`config.mk`:
```
export PLATFORM = sky130hd
export DESIGN_NAME = majority_vote_filter_flat
export DESIGN_NICKNAME = d
export VERILOG_FILES = /design/src/rtl/majority_vote_filter_if.sv /design/src/rtl/majority_vote_filter.sv /design/src/flat_wrapper.sv
export SDC_FILE = /design/constraint.sdc
export NUM_CORES = 1
export LEC_CHECK = 0
export ABC_AREA = 1
export CAP_MARGIN = 25
export CORE_AREA = 2 2 39 41
export CTS_CLUSTER_DIAMETER = 80
export DETAILED_ROUTE_END_ITERATION = 10
export DIE_AREA = 0 0 41 43
export PLACE_DENSITY = 0.74
export SLEW_MARGIN = 20
export SYNTH_ARGS = -nofsm -noshare
export SYNTH_HDL_FRONTEND = slang
export SYNTH_SLANG_ARGS = --single-unit
```
`constraint.sdc`:
```
create_clock -name clk -period 4.19 [get_ports clk]
set_clock_uncertainty 0.1 [all_clocks]
set_input_delay 0.6285 -clock clk [delete_from_list [all_inputs] [get_ports clk]]
set_output_delay 0.6285 -clock clk [all_outputs]
set_load 0.01 [all_outputs]
```
`src/rtl/majority_vote_filter_if.sv`:
```
// majority_vote_filter_if: sample/result bundle between the redundant-input
// sampler and the voter. The fault vector only exists when MAJ_DISAGREE_EN
// is defined.
interface majority_vote_filter_if #(
  parameter int N = 5
);
  localparam int CW = $clog2(N + 1);

  logic          in_valid;
  logic [N-1:0]  in_vote;
  logic          ovr;
  logic          out_valid;
  logic [CW-1:0] count;
  logic          vote_raw;
  logic          f;
  logic          changed;
`ifdef MAJ_DISAGREE_EN
  logic [N-1:0]  fault;

  modport master (
    output in_valid, in_vote, ovr,
    input  out_valid, count, vote_raw, f, changed, fault
  );

  modport slave (
    input  in_valid, in_vote, ovr,
    output out_valid, count, vote_raw, f, changed, fault
  );
`else
  modport master (
    output in_valid, in_vote, ovr,
    input  out_valid, count, vote_raw, f, changed
  );

  modport slave (
    input  in_valid, in_vote, ovr,
    output out_valid, count, vote_raw, f, changed
  );
`endif
endinterface

```
`src/rtl/majority_vote_filter.sv`:
```
// majority_vote_filter: registered N-input threshold voter followed by a
// HOLD-sample hysteresis filter on the vote.
// Optional macro MAJ_DISAGREE_EN adds a per-channel 4-bit disagreement
// counter and a sticky fault flag per channel.
//
// Filter FSM states:
//   state      | meaning
//   ST_STABLE  | run counter is 0, f agrees with the last evaluated vote
//   ST_PENDING | run counter > 0, counting consecutive disagreeing samples
module majority_vote_filter #(
  parameter int N      = 5,
  parameter int THRESH = (N + 1) / 2,
  parameter int HOLD   = 4
) (
  input logic                   clk,
  input logic                   rst,
  majority_vote_filter_if.slave bus
);
  localparam int CW = $clog2(N + 1);
  localparam int RW = $clog2(HOLD + 1);

  if (N < 1 || N > 32) begin : g_bad_n
    $error("majority_vote_filter: N must be in 1..32");
  end
  if (THRESH < 1 || THRESH > N) begin : g_bad_thresh
    $error("majority_vote_filter: THRESH must be in 1..N");
  end
  if (HOLD < 1 || HOLD > 255) begin : g_bad_hold
    $error("majority_vote_filter: HOLD must be in 1..255");
  end

  typedef enum logic {
    ST_STABLE  = 1'b0,
    ST_PENDING = 1'b1
  } state_t;

  logic          out_valid_q, out_valid_d;
  logic [CW-1:0] count_q, count_d;
  logic          vote_raw_q, vote_raw_d;
  logic          ovr_q, ovr_d;
  logic [CW-1:0] pop;

  state_t        state_q, state_d;
  logic [RW-1:0] run_q, run_d;
  logic [RW-1:0] run_base, run_inc;
  logic          f_q, f_d;
  logic          changed_q, changed_d;

  // Stage 1 next-state: popcount and threshold of the accepted sample
  always_comb begin
    pop = '0;
    for (int i = 0; i < N; i++) begin
      pop = pop + CW'(bus.in_vote[i]);
    end
    out_valid_d = bus.in_valid;
    count_d     = count_q;
    vote_raw_d  = vote_raw_q;
    ovr_d       = ovr_q;
    if (bus.in_valid) begin
      count_d    = pop;
      vote_raw_d = (pop >= CW'(THRESH)) | bus.ovr;
      ovr_d      = bus.ovr;
    end
  end

  // Stage 1 registers
  always_ff @(posedge clk) begin
    if (rst) begin
      out_valid_q <= 1'b0;
      count_q     <= '0;
      vote_raw_q  <= 1'b0;
      ovr_q       <= 1'b0;
    end else begin
      out_valid_q <= out_valid_d;
      count_q     <= count_d;
      vote_raw_q  <= vote_raw_d;
      ovr_q       <= ovr_d;
    end
  end

  // Stage 2 next-state: hysteresis run counter, advanced only on valid results
  always_comb begin
    state_d   = state_q;
    run_d     = run_q;
    f_d       = f_q;
    changed_d = 1'b0;
    run_base  = (state_q == ST_PENDING) ? run_q : '0;
    run_inc   = run_base + RW'(1);
    if (out_valid_q) begin
      if (ovr_q) begin
        f_d       = 1'b1;
        changed_d = ~f_q;
        run_d     = '0;
        state_d   = ST_STABLE;
      end else if (vote_raw_q == f_q) begin
        run_d   = '0;
        state_d = ST_STABLE;
      end else if (run_inc == RW'(HOLD)) begin
        f_d       = vote_raw_q;
        changed_d = 1'b1;
        run_d     = '0;
        state_d   = ST_STABLE;
      end else begin
        run_d   = run_inc;
        state_d = ST_PENDING;
      end
    end
  end

  // Stage 2 filter FSM with registered f/changed
  always_ff @(posedge clk) begin
    if (rst) begin
      state_q   <= ST_STABLE;
      run_q     <= '0;
      f_q       <= 1'b0;
      changed_q <= 1'b0;
    end else begin
      state_q   <= state_d;
      run_q     <= run_d;
      f_q       <= f_d;
      changed_q <= changed_d;
    end
  end

  assign bus.out_valid = out_valid_q;
  assign bus.count     = count_q;
  assign bus.vote_raw  = vote_raw_q;
  assign bus.f         = f_q;
  assign bus.changed   = changed_q;

`ifdef MAJ_DISAGREE_EN
  logic [N-1:0]      vote_q, vote_d;
  logic [N-1:0][3:0] dis_q, dis_d;
  logic [N-1:0]      fault_q, fault_d;

  // Per-channel saturating disagreement counters; override samples are skipped
  always_comb begin
    vote_d  = bus.in_valid ? bus.in_vote : vote_q;
    dis_d   = dis_q;
    fault_d = fault_q;
    if (out_valid_q && !ovr_q) begin
      for (int i = 0; i < N; i++) begin
        if (vote_q[i] != vote_raw_q) begin
          if (dis_q[i] != 4'hF) dis_d[i] = dis_q[i] + 4'd1;
        end else if (dis_q[i] != 4'h0) begin
          dis_d[i] = dis_q[i] - 4'd1;
        end
        if (dis_d[i] == 4'hF) fault_d[i] = 1'b1;
      end
    end
  end

  // Disagreement registers; fault flags are sticky until reset
  always_ff @(posedge clk) begin
    if (rst) begin
      vote_q  <= '0;
      dis_q   <= '0;
      fault_q <= '0;
    end else begin
      vote_q  <= vote_d;
      dis_q   <= dis_d;
      fault_q <= fault_d;
    end
  end

  assign bus.fault = fault_q;
`endif
endmodule
```
`src/flat_wrapper.sv`:
```
// flat-port wrapper written by rule: the top's interface ports become plain ports
module majority_vote_filter_flat 
#(
  parameter int N      = 5,
  parameter int THRESH = (N + 1) / 2,
  parameter int HOLD   = 4
)
  (clk, rst, bus_in_valid, bus_in_vote, bus_ovr, bus_out_valid, bus_count, bus_vote_raw, bus_f, bus_changed);
  majority_vote_filter_if #(.N(N)) bus_i ();
  input logic clk;
  input logic rst;
  input wire logic [$bits(bus_i.in_valid)-1:0] bus_in_valid;
  input wire logic [$bits(bus_i.in_vote)-1:0] bus_in_vote;
  input wire logic [$bits(bus_i.ovr)-1:0] bus_ovr;
  output wire logic [$bits(bus_i.out_valid)-1:0] bus_out_valid;
  output wire logic [$bits(bus_i.count)-1:0] bus_count;
  output wire logic [$bits(bus_i.vote_raw)-1:0] bus_vote_raw;
  output wire logic [$bits(bus_i.f)-1:0] bus_f;
  output wire logic [$bits(bus_i.changed)-1:0] bus_changed;
  assign bus_i.in_valid = bus_in_valid;
  assign bus_i.in_vote = bus_in_vote;
  assign bus_i.ovr = bus_ovr;
  assign bus_out_valid = bus_i.out_valid;
  assign bus_count = bus_i.count;
  assign bus_vote_raw = bus_i.vote_raw;
  assign bus_f = bus_i.f;
  assign bus_changed = bus_i.changed;
  majority_vote_filter #(.N(N), .THRESH(THRESH), .HOLD(HOLD)) u_core (.clk(clk), .rst(rst), .bus(bus_i));
endmodule
```
==> metrics.txt, run 1 <==
status finished clean; Clock Sinks 12; global-route wire length before repair 1952 um; final setup margin 1.421 ns; Overflow after GRT 0; antenna diode count 0; commonest non-fill, non-tap cell in the layout nand2_1; die span in x 41 um; final setup fails 0; root buf cell clkbuf_4; CTS resizes 0; Initial Util 45.03%; Slew Limit Fails 0; Top Layer Used met4; number of global-route vias before repair 493; crit start category input pin; fmax 361.1 MHz; antenna violations before repair 0; largest net degree at the start of global routing 10; fillers 144; Die Y 43 um; I/O Buffers 15; dpl hpwl 911.4 um; max cap viols 0; GRT Total Usage ~17%; Longest Clk Path Bufs 2; layout cells sized above 1 7.921%; CTS Buf Count 3; WHS Endpoint u_core.run_q[1]; post-route antenna net violation count 0; Pre-antenna DRT Iters 4; power per cell area 304.9 nW/um^2; HP Class reg -> reg; register bit total from synthesis 12; met3 WL 80 um; WL met1 461 um; min cycle time layout 2.769 ns; CTS tree yes; post-synthesis cell count 84; Total Wirelength around 1100 um; Hold Crit Depth 2; row count 14; Net Count, Synth 99; crit path max fanout 2; CTS Hold Buffers Added 0; Post-CTS Setup Bufs 0; routed vias/inst 4.812; final-report hold violation count 0; Rel. slew slack just over 80%; post-synthesis area per instance 7.418 um^2; TNS Setup 0 ns; DR WL/cell 9.812 um; CP arrival 2.88 ns; worst endpoint required time 4.30 ns; Tcrit/Tclk final approximately two thirds; sequential area share after synthesis 38.55%; critical path class in -> reg; worst hold start u_core.run_q[1]; Synth warnings 0; reg2reg setup slack 2.73 ns; most frequent cells in the layout nand2_1 (20), inv_1 (16), clkdlybuf4s50_1 (15), dfxtp_1 (12), a21oi_1 (10); RD Place Congestion 0.7248; drt drc 0; Nets 118; pre-CTS WS 1.090 ns; initial DRC count 5; CP Capture Type register; RR Endpoint u_core.bus.f; Mapped Area 623.1 um^2; I/O pin total 16; clk slew on worst S/H paths about 0.07 ns; Worst Tran Pin Value about 0.25 ns; Yosys cell types 15; worst flop-to-flop path startpoint u_core.state_q; RSZ-0062 raised after global routing false; P_leak around 0.37 nW; core area 1384 um^2; latest clock arrival within the worst-skew pair ~0.28 ns; FF-to-FF path depth 12; htree depth 1; via count 563; Area Overhead vs Synth 30.32%; peak supply drop approximately 180 uV; met2 WL between 500 and 600 um; total die area between 1500 and 2000 um^2
registers in the layout, summed over array words and instances (netlist names):
name and cells:
u_core.bus.f 1, u_core.bus.out_valid 1, u_core.ovr_q 1, u_core.run_q 3
u_core.bus.count 3, u_core.bus.vote_raw 1, u_core.state_q 1, u_core.bus.changed 1
layer usage:
layer	global-route usage [%]	vias up
li1	-	294
met1	17.61	249
met2	25.62	15
met3	9.948	5
met4	12.00	0
met5	0	-
logic make-up after synthesis:
| kind of cell | after synthesis | share of synthesized area [%] |
|---|---|---|
| adder cells (fa/ha/maj) | 6 | 14.46 |
| flip-flops | 12 | 38.55 |
| AO/OA/AOI/OAI | 18 | 14.46 |
| AND/OR/NAND/NOR | 30 | 21.69 |
| buffers and inverters | 18 | 10.84 |
critical path, cell delays in order:
cell and delay, ns:
clkdlybuf4s50_1 0.41, ha_1 0.28, inv_1 0.05, fa_1 0.47
inv_1 0.04, ha_1 0.16, inv_1 0.06, fa_1 0.43
o21ai_0 0.18, nor2_1 0.06, a21oi_1 0.11
how the worst max path moves through the flow:
stage | startpoint | end | slack (ns) | cells after the start
6_report | bus_in_vote[0] | u_core.bus.vote_raw | 1.42 | 11
5_1_grt | bus_in_vote[0] | u_core.bus.vote_raw | 1.28 | 11
4_1_cts | bus_in_vote[0] | u_core.bus.vote_raw | 1.40 | 11
3_5_place_dp | bus_in_vote[0] | u_core.bus.vote_raw | 1.09 | 11
3_3_place_gp | bus_in_vote[0] | u_core.bus.vote_raw | 1.16 | 11
2_1_floorplan | bus_in_vote[0] | u_core.bus.vote_raw | 1.67 | 10
layout make-up:
class | count | area (um^2) | area share (%)
inverters | 17 | 63.81 | 7.858
clock buffers | 3 | 22.52 | 2.773
flip-flops and latches | 12 | 240.2 | 29.58
multi-input cells | 54 | 315.3 | 38.83
well taps | 16 | 20.02 | 2.465
repair buffers | 15 | 150.1 | 18.49
stage by stage:
step | power, mW | util, % | hold WS (ns) | area [um^2] | cells
CTS | 0.2545 | 58.68 | 0.3674 | 812.0 | 117
global placement | 0.1791 | 57.05 | 0.3540 | 789.5 | 114
global route | 0.2637 | 58.68 | 0.3879 | 812.0 | 117
finish | 0.2476 | 58.68 | 0.3666 | 812.0 | 117
detailed placement | 0.1809 | 57.05 | 0.3556 | 789.5 | 114
floorplan | 0.1556 | - | 0.3387 | 623.1 | 84
Yosys cell counts:
cell       n  share of area, %
a21oi_1   10               8.0
nor3_4     1               2.6
nor2_2     2               2.0
o21ai_1    2               1.6
nand3_1    2               1.6
nand2_1   20                12
nor2_1     4               2.4
inv_2      1              0.60
clkbuf_1   1              0.60
dfxtp_1   12                39
inv_1     16               9.6
fa_1       2               6.4
nand2_2    1               1.0
ha_1       4               8.0
o21ai_0    6               4.8
power breakdown:
part	internal, mW	switching [mW]
Combinational	0.0266	0.0246
Sequential	0.121	0.00533
Clock	0.0333	0.0371
Total	0.181	0.0670
Note: power is estimated with default switching activity, not from simulation.
==> run 2: changes to the inputs <==
--- a/config.mk
+++ b/config.mk
@@ -7,11 +7,11 @@
 export LEC_CHECK = 0
 export ABC_AREA = 1
 export CAP_MARGIN = 25
-export CORE_AREA = 2 2 39 41
+export CORE_MARGIN = 2
+export CORE_UTILIZATION = 45
 export CTS_CLUSTER_DIAMETER = 80
 export DETAILED_ROUTE_END_ITERATION = 10
-export DIE_AREA = 0 0 41 43
-export PLACE_DENSITY = 0.74
+export PLACE_DENSITY = 0.71
 export SLEW_MARGIN = 20
 export SYNTH_ARGS = -nofsm -noshare
 export SYNTH_HDL_FRONTEND = slang
==> constraint.sdc (replaced) <==
create_clock -name clk -period 2.56 [get_ports clk]
set_clock_uncertainty 0.1 [all_clocks]
set_input_delay 0.384 -clock clk [delete_from_list [all_inputs] [get_ports clk]]
set_output_delay 0.384 -clock clk [all_outputs]
set_load 0.01 [all_outputs]
==> run 2 against run 1 <==
Against the previous run:
- via count shrank 1.1%
- sequential power grew 64%
- clock power grew 120%
- critical endpoint unchanged
- count of clock-buffer cells in the layout grew 1
- die area shrank 3.7%
- total power grew 80%
- critical path type unchanged
- cell area grew 1.5%
- register-to-register slack lost 1.6 ns
- critical path depth is the same
- highest routed layer unchanged
- cell count is the same
- non-clock buffer count is the same
==> metrics.txt, run 2 (synthesis results as in run 1) <==
Overflow after GRT 0; via count 557; commonest non-fill, non-tap cell in the layout nand2_1; row count 13; Setup crit start bus_in_vote[0]; worst flop-to-flop path startpoint u_core.state_q; RD Place Congestion 0.6715; Area Overhead vs Synth 32.33%; antenna violations before repair 0; Post-CTS Setup Bufs 0; min cycle time layout 2.455 ns; pre-CTS WS -0.2757 ns; post-route antenna net violation count 0; Tcrit/Tclk final ~96%; CP arrival 2.57 ns; worst endpoint required time 2.68 ns; HP Class reg -> reg; final setup margin 0.1051 ns; FF-to-FF path depth 12; latest clock arrival within the worst-skew pair 0.28 ns; fmax slightly above 400 MHz; root buf cell clkbuf_4; largest net degree at the start of global routing 10; Clock Sinks 12; final setup fails 0; Post-Layout Cell Count 117; total power approximately 450 uW; Initial Util 47.88%; Total Wirelength between 1000 and 1500 um; RSZ-0062 raised after global routing false; htree depth 1; GRT Total Usage 20.27%; crit start category input pin; reg2reg setup slack 1.10 ns; DR WL/cell 10.86 um; max cap viols 0; Slew Limit Fails 0; crit path max fanout 2; initial DRC count 8; placed cell count 113; Nets 118; drt drc 0; die span in x 41.21 um; most frequent cells in the layout nand2_1 (20), inv_1 (16), clkdlybuf4s50_1 (15), dfxtp_1 (12), a21oi_1 (10); CTS Hold Buffers Added 0; antenna diode count 0; peak supply drop 307.2 uV; global-route wire length before repair 2076 um; Die Y 41.21 um; Worst Tran Pin Value 0.2770 ns; Rel. slew slack 81.48%; number of global-route vias before repair 510; I/O pin total 16; RR Endpoint u_core.bus.f; layout cells sized above 1 8.824%; fillers 134; CP Capture Type register; final-report hold violation count 0; CTS resizes 0; CTS tree yes; critical path class in -> reg; Longest Clk Path Bufs 2; P_leak 0.3764 nW; I/O Buffers 15; Pre-antenna DRT Iters 4; core area 1301 um^2; clk slew on worst S/H paths ~0.08 ns; end point of the critical path u_core.bus.vote_raw; power per cell area 540.3 nW/um^2; status finished clean; CTS Buf Count 3; routed vias/inst 4.761; total die area 1698 um^2; dpl hpwl 965.2 um
run 2: metal layers:
layer / vias to the layer above / global-route usage (%) / part of all wire (%) / routed length, um
met2: 10 / 33.59 / 46 / 590
met3: 4 / 7.609 / 4.6 / 58
met4: 0 / 13.71 / 2.0 / 25
met5: - / 0 / 0 / 0
li1: 296 / - / - / -
met1: 247 / 21.00 / 47 / 597
run 2: worst min path at each step:
stage	end	start	slack, ns	depth (start not counted)
final	u_core.run_q[1]	u_core.run_q[1]	0.37	2
after global routing	u_core.run_q[1]	u_core.run_q[1]	0.40	2
after CTS	u_core.run_q[1]	u_core.run_q[1]	0.37	2
after detailed placement	u_core.run_q[1]	u_core.run_q[1]	0.36	2
after global placement	u_core.run_q[0]	u_core.run_q[0]	0.35	2
after floorplan	u_core.run_q[0]	u_core.run_q[0]	0.34	2
run 2: final cells by class:
| class | count | area, um^2 | share of cell area [%] |
|---|---|---|---|
| inverters | 17 | 63.81 | 7.739 |
| clock buffers | 4 | 36.28 | 4.401 |
| well taps | 15 | 18.77 | 2.276 |
| flip-flops and latches | 12 | 240.2 | 29.13 |
| multi-input cells | 54 | 315.3 | 38.24 |
| repair buffers | 15 | 150.1 | 18.21 |
run 2: power breakdown:
part / leakage, nW / internal (mW) / switching [mW] / total [mW]
registers: 0.0985 / 0.197 / 0.00946 / 0.207
logic: 0.257 / 0.0435 / 0.0410 / 0.0845
clock network: 0.0210 / 0.0865 / 0.0676 / 0.154
run 2: critical path, cell delays in order:
cell and delay [ns]:
clkdlybuf4s50_1 0.41, ha_1 0.28, inv_1 0.04, fa_1 0.47
inv_1 0.04, ha_1 0.17, inv_1 0.06, fa_1 0.42
o21ai_1 0.14, nor2_1 0.05, a21oi_1 0.10
run 2: per-stage QoR:
| step | setup TNS, ns | area (um^2) | utilization (%) | hold WS [ns] |
|---|---|---|---|---|
| floorplan | 0 | 623.1 | - | 0.3387 |
| global placement | -0.1657 | 788.3 | 60.58 | 0.3532 |
| detailed placement | -0.3407 | 788.3 | 60.58 | 0.3601 |
| CTS | 0 | 824.5 | 63.37 | 0.3722 |
| global route | 0 | 824.5 | 63.37 | 0.3977 |
| finish | 0 | 824.5 | 63.37 | 0.3664 |
==> run 3: changes to the inputs <==
--- a/config.mk
+++ b/config.mk
@@ -5,13 +5,12 @@
 export SDC_FILE = /design/constraint.sdc
 export NUM_CORES = 1
 export LEC_CHECK = 0
-export ABC_AREA = 1
 export CAP_MARGIN = 25
 export CORE_MARGIN = 2
-export CORE_UTILIZATION = 45
+export CORE_UTILIZATION = 46
 export CTS_CLUSTER_DIAMETER = 80
 export DETAILED_ROUTE_END_ITERATION = 10
-export PLACE_DENSITY = 0.71
+export PLACE_DENSITY = 0.73
 export SLEW_MARGIN = 20
 export SYNTH_ARGS = -nofsm -noshare
 export SYNTH_HDL_FRONTEND = slang
==> constraint.sdc (replaced) <==
create_clock -name clk -period 2.56 [get_ports clk]
set_clock_uncertainty 0.1 [all_clocks]
set_input_delay 0.384 -clock clk [delete_from_list [all_inputs] [get_ports clk]]
set_output_delay 0.384 -clock clk [all_outputs]
set_load 0.05 [all_outputs]
==> run 3 against run 2 <==
Against the previous run:
- non-clock buffer count rose by 1
- clock power about the same
- worst hold slack improved by 0.014 ns
- worst setup slack better by 0.017 ns
- combinational power is 50% higher
- cell area up 2.9%
- via count decreased by 4.8%
- synthesized cell count decreased by 15%
- critical endpoint unchanged
==> metrics.txt, run 3 <==
final setup margin 0.1221 ns; M3 GR Usage 6.522%; Overflow after GRT 0; critical path class in -> reg; pre-CTS WS -0.3259 ns; sequential area share after synthesis 37.80%; latest clock arrival within the worst-skew pair 0.28 ns; I/O Buffers 15; final setup fails 0; Hold Crit Depth 2; Yosys cell types 25; post-synthesis cell count between 70 and 80; CP arrival 2.50 ns; Total Wirelength 1218 um; initial DRC count 9; Initial Util 48.85%; fmax roughly 410 MHz; GRT Total Usage about 18%; largest net degree at the start of global routing 13; Simple-Gate Fraction of Synth Area around a quarter; gr busiest metal met2; core area around 1300 um^2; post-synthesis area per instance 8.952 um^2; mux share of post-synthesis cell area 4.724%; ys async rst share 0%; FF-to-FF path depth 6; Synth top cells by count dfxtp_1 (12), nor2_1 (12), inv_1 (8); largest family of logic cells by synthesized area simple AND/OR/NAND/NOR gates; RSZ-0062 raised after global routing false; HP Class reg -> reg; root buf cell clkbuf_4; max cap viols 0; RR Endpoint u_core.bus.f; WHS Endpoint u_core.run_q[2]; RD Place Congestion roughly 0.7; CP Capture Type register; Worst Tran Pin Value 0.5004 ns; Area Overhead vs Synth 33.46%; CTS Buf Count 3; total power 489.3 uW; CTS tree yes; number of global-route vias before repair 462; crit path max fanout 2; reg2reg setup slack 0.83 ns; xor-xnor portion of the synthesized cell area 1.378%; crit start category input pin; post-route antenna net violation count 0; Mapped Area 635.6 um^2; drt drc 0; clk slew on worst S/H paths 0.08 ns; cell taking the most area after synthesis dfxtp_1; power per cell area 576.8 nW/um^2; worst hold start u_core.run_q[2]; post-synth top area share 37.80%; dpl hpwl 897.3 um; CTS Hold Buffers Added 0; P_leak 0.3630 nW; htree depth 1; most frequent cells in the layout clkdlybuf4s50_1 (13), nor2_1 (12), dfxtp_1 (12), inv_1 (6); commonest non-fill, non-tap cell in the layout clkdlybuf4s50_1; met1 Use GR 23.03%; peak supply drop about 320 uV; global-route wire length before repair 1918 um; min cycle time layout 2.438 ns; synth top area cells dfxtp_1 (38%), ha_1 (7.9%), nor2_1 (7.1%); antenna violations before repair 0; status finished clean; TNS Setup 0 ns; Synth warnings 0; via count between 500 and 600; total die area approximately 1700 um^2; worst endpoint required time 2.62 ns; Longest Clk Path Bufs 2; EDFF count, synth 0; Clock Sinks 12; Nets 105; Pre-antenna DRT Iters 4; Die Y approximately 41 um; worst flop-to-flop path startpoint u_core.state_q; register bit total from synthesis 12; I/O pin total 16; antenna diode count 0; final-report hold violation count 0; Tcrit/Tclk final 95.23%; Top FF cell, synth dfxtp_1; layout cells sized above 1 12.36%; Slew Limit Fails 0; met2 GRT Util 26.17%; die span in x approximately 40 um; DR WL/cell roughly 12 um; Rel. slew slack around two thirds; Net Count, Synth 86; post-synthesis adder-cell area fraction 14.17%; Compound-Gate Fraction of Synth Area between 10% and 20%; routed vias/inst ~5.1; row count 13
run 3: cell types whose count changed after synthesis, moves of 3 or more:
cell	delta
mux2i_1	+3
a21oi_1	-6
nand2_1	-17
o21ai_0	-5
inv_1	-8
nor2_1	+8
nor2b_1	+4
run 3: what timing repair did:
item / 4_1_cts / 5_1_grt
setup endpoints to repair: 1 / 1
pin swaps: 3 / 1
buffers inserted: 1 / 0
hold endpoints to repair: 0 / 0
resized for setup: 7 / 0
run 3: final cells by class:
cell class,instances,area (um^2)
Clock buffer,4,36.28
Multi-Input combinational cell,49,367.9
Inverter,8,30.03
Fill cell,109,452.9
Sequential cell,12,240.2
Timing Repair Buffer,16,155.1
Tap cell,15,18.77
run 3: how the worst max path moves through the flow:
stage / from / endpoint / slack (ns) / cells past startpoint
floorplan: bus_in_vote[0] / u_core.bus.vote_raw / 0.21 / 11
finish: bus_in_vote[1] / u_core.bus.vote_raw / 0.12 / 12
global placement: bus_in_vote[0] / u_core.bus.vote_raw / -0.24 / 12
global route: bus_in_vote[1] / u_core.bus.vote_raw / 0.01 / 12
detailed placement: bus_in_vote[0] / u_core.bus.vote_raw / -0.33 / 12
CTS: bus_in_vote[1] / u_core.bus.vote_raw / 0.08 / 12
run 3: worst max-delay path, stage by stage:
cell and delay (ns):
dlygate4sd2_1 0.23, ha_1 0.29, inv_2 0.06, fa_1 0.41, inv_1 0.07, ha_2 0.16, inv_2 0.03, fa_1 0.50
nand2b_4 0.12, nand4b_1 0.09, o21ai_1 0.09, nor2_1 0.05
run 3: per-layer routing:
layer / wire [um] / vias up
met1: 582 / 245
met4: 12 / 0
met3: 40 / 2
li1: - / 273
met2: 582 / 10
met5: 0 / -
run 3: per-stage QoR:
stage | instance area [um^2] | utilization, % | cells | hold slack [ns]
after global placement | 797.0 | 61.25 | 99 | 0.3590
after floorplan | 635.6 | - | 71 | 0.3406
after detailed placement | 797.0 | 61.25 | 99 | 0.3697
after global routing | 848.3 | 65.19 | 104 | 0.3957
final | 848.3 | 65.19 | 104 | 0.3800
after CTS | 848.3 | 65.19 | 104 | 0.3797
run 3: cells by family (layout without fill, tap and decap cells):
logic type / Yosys count / in the layout
compound gates: 12 / 12
xor+xnor: 1 / 1
fa+ha+maj: 6 / 6
buf+inv: 10 / 28
flops: 12 / 12
mux: 3 / 3
simple gates: 27 / 27
run 3: report_power, final:
part / switching, mW / leakage [nW] / internal (mW) / total (mW)
Combinational: 0.0678 / 0.244 / 0.0597 / 0.127
Sequential: 0.0101 / 0.0983 / 0.197 / 0.207
Clock: 0.0684 / 0.0210 / 0.0865 / 0.155
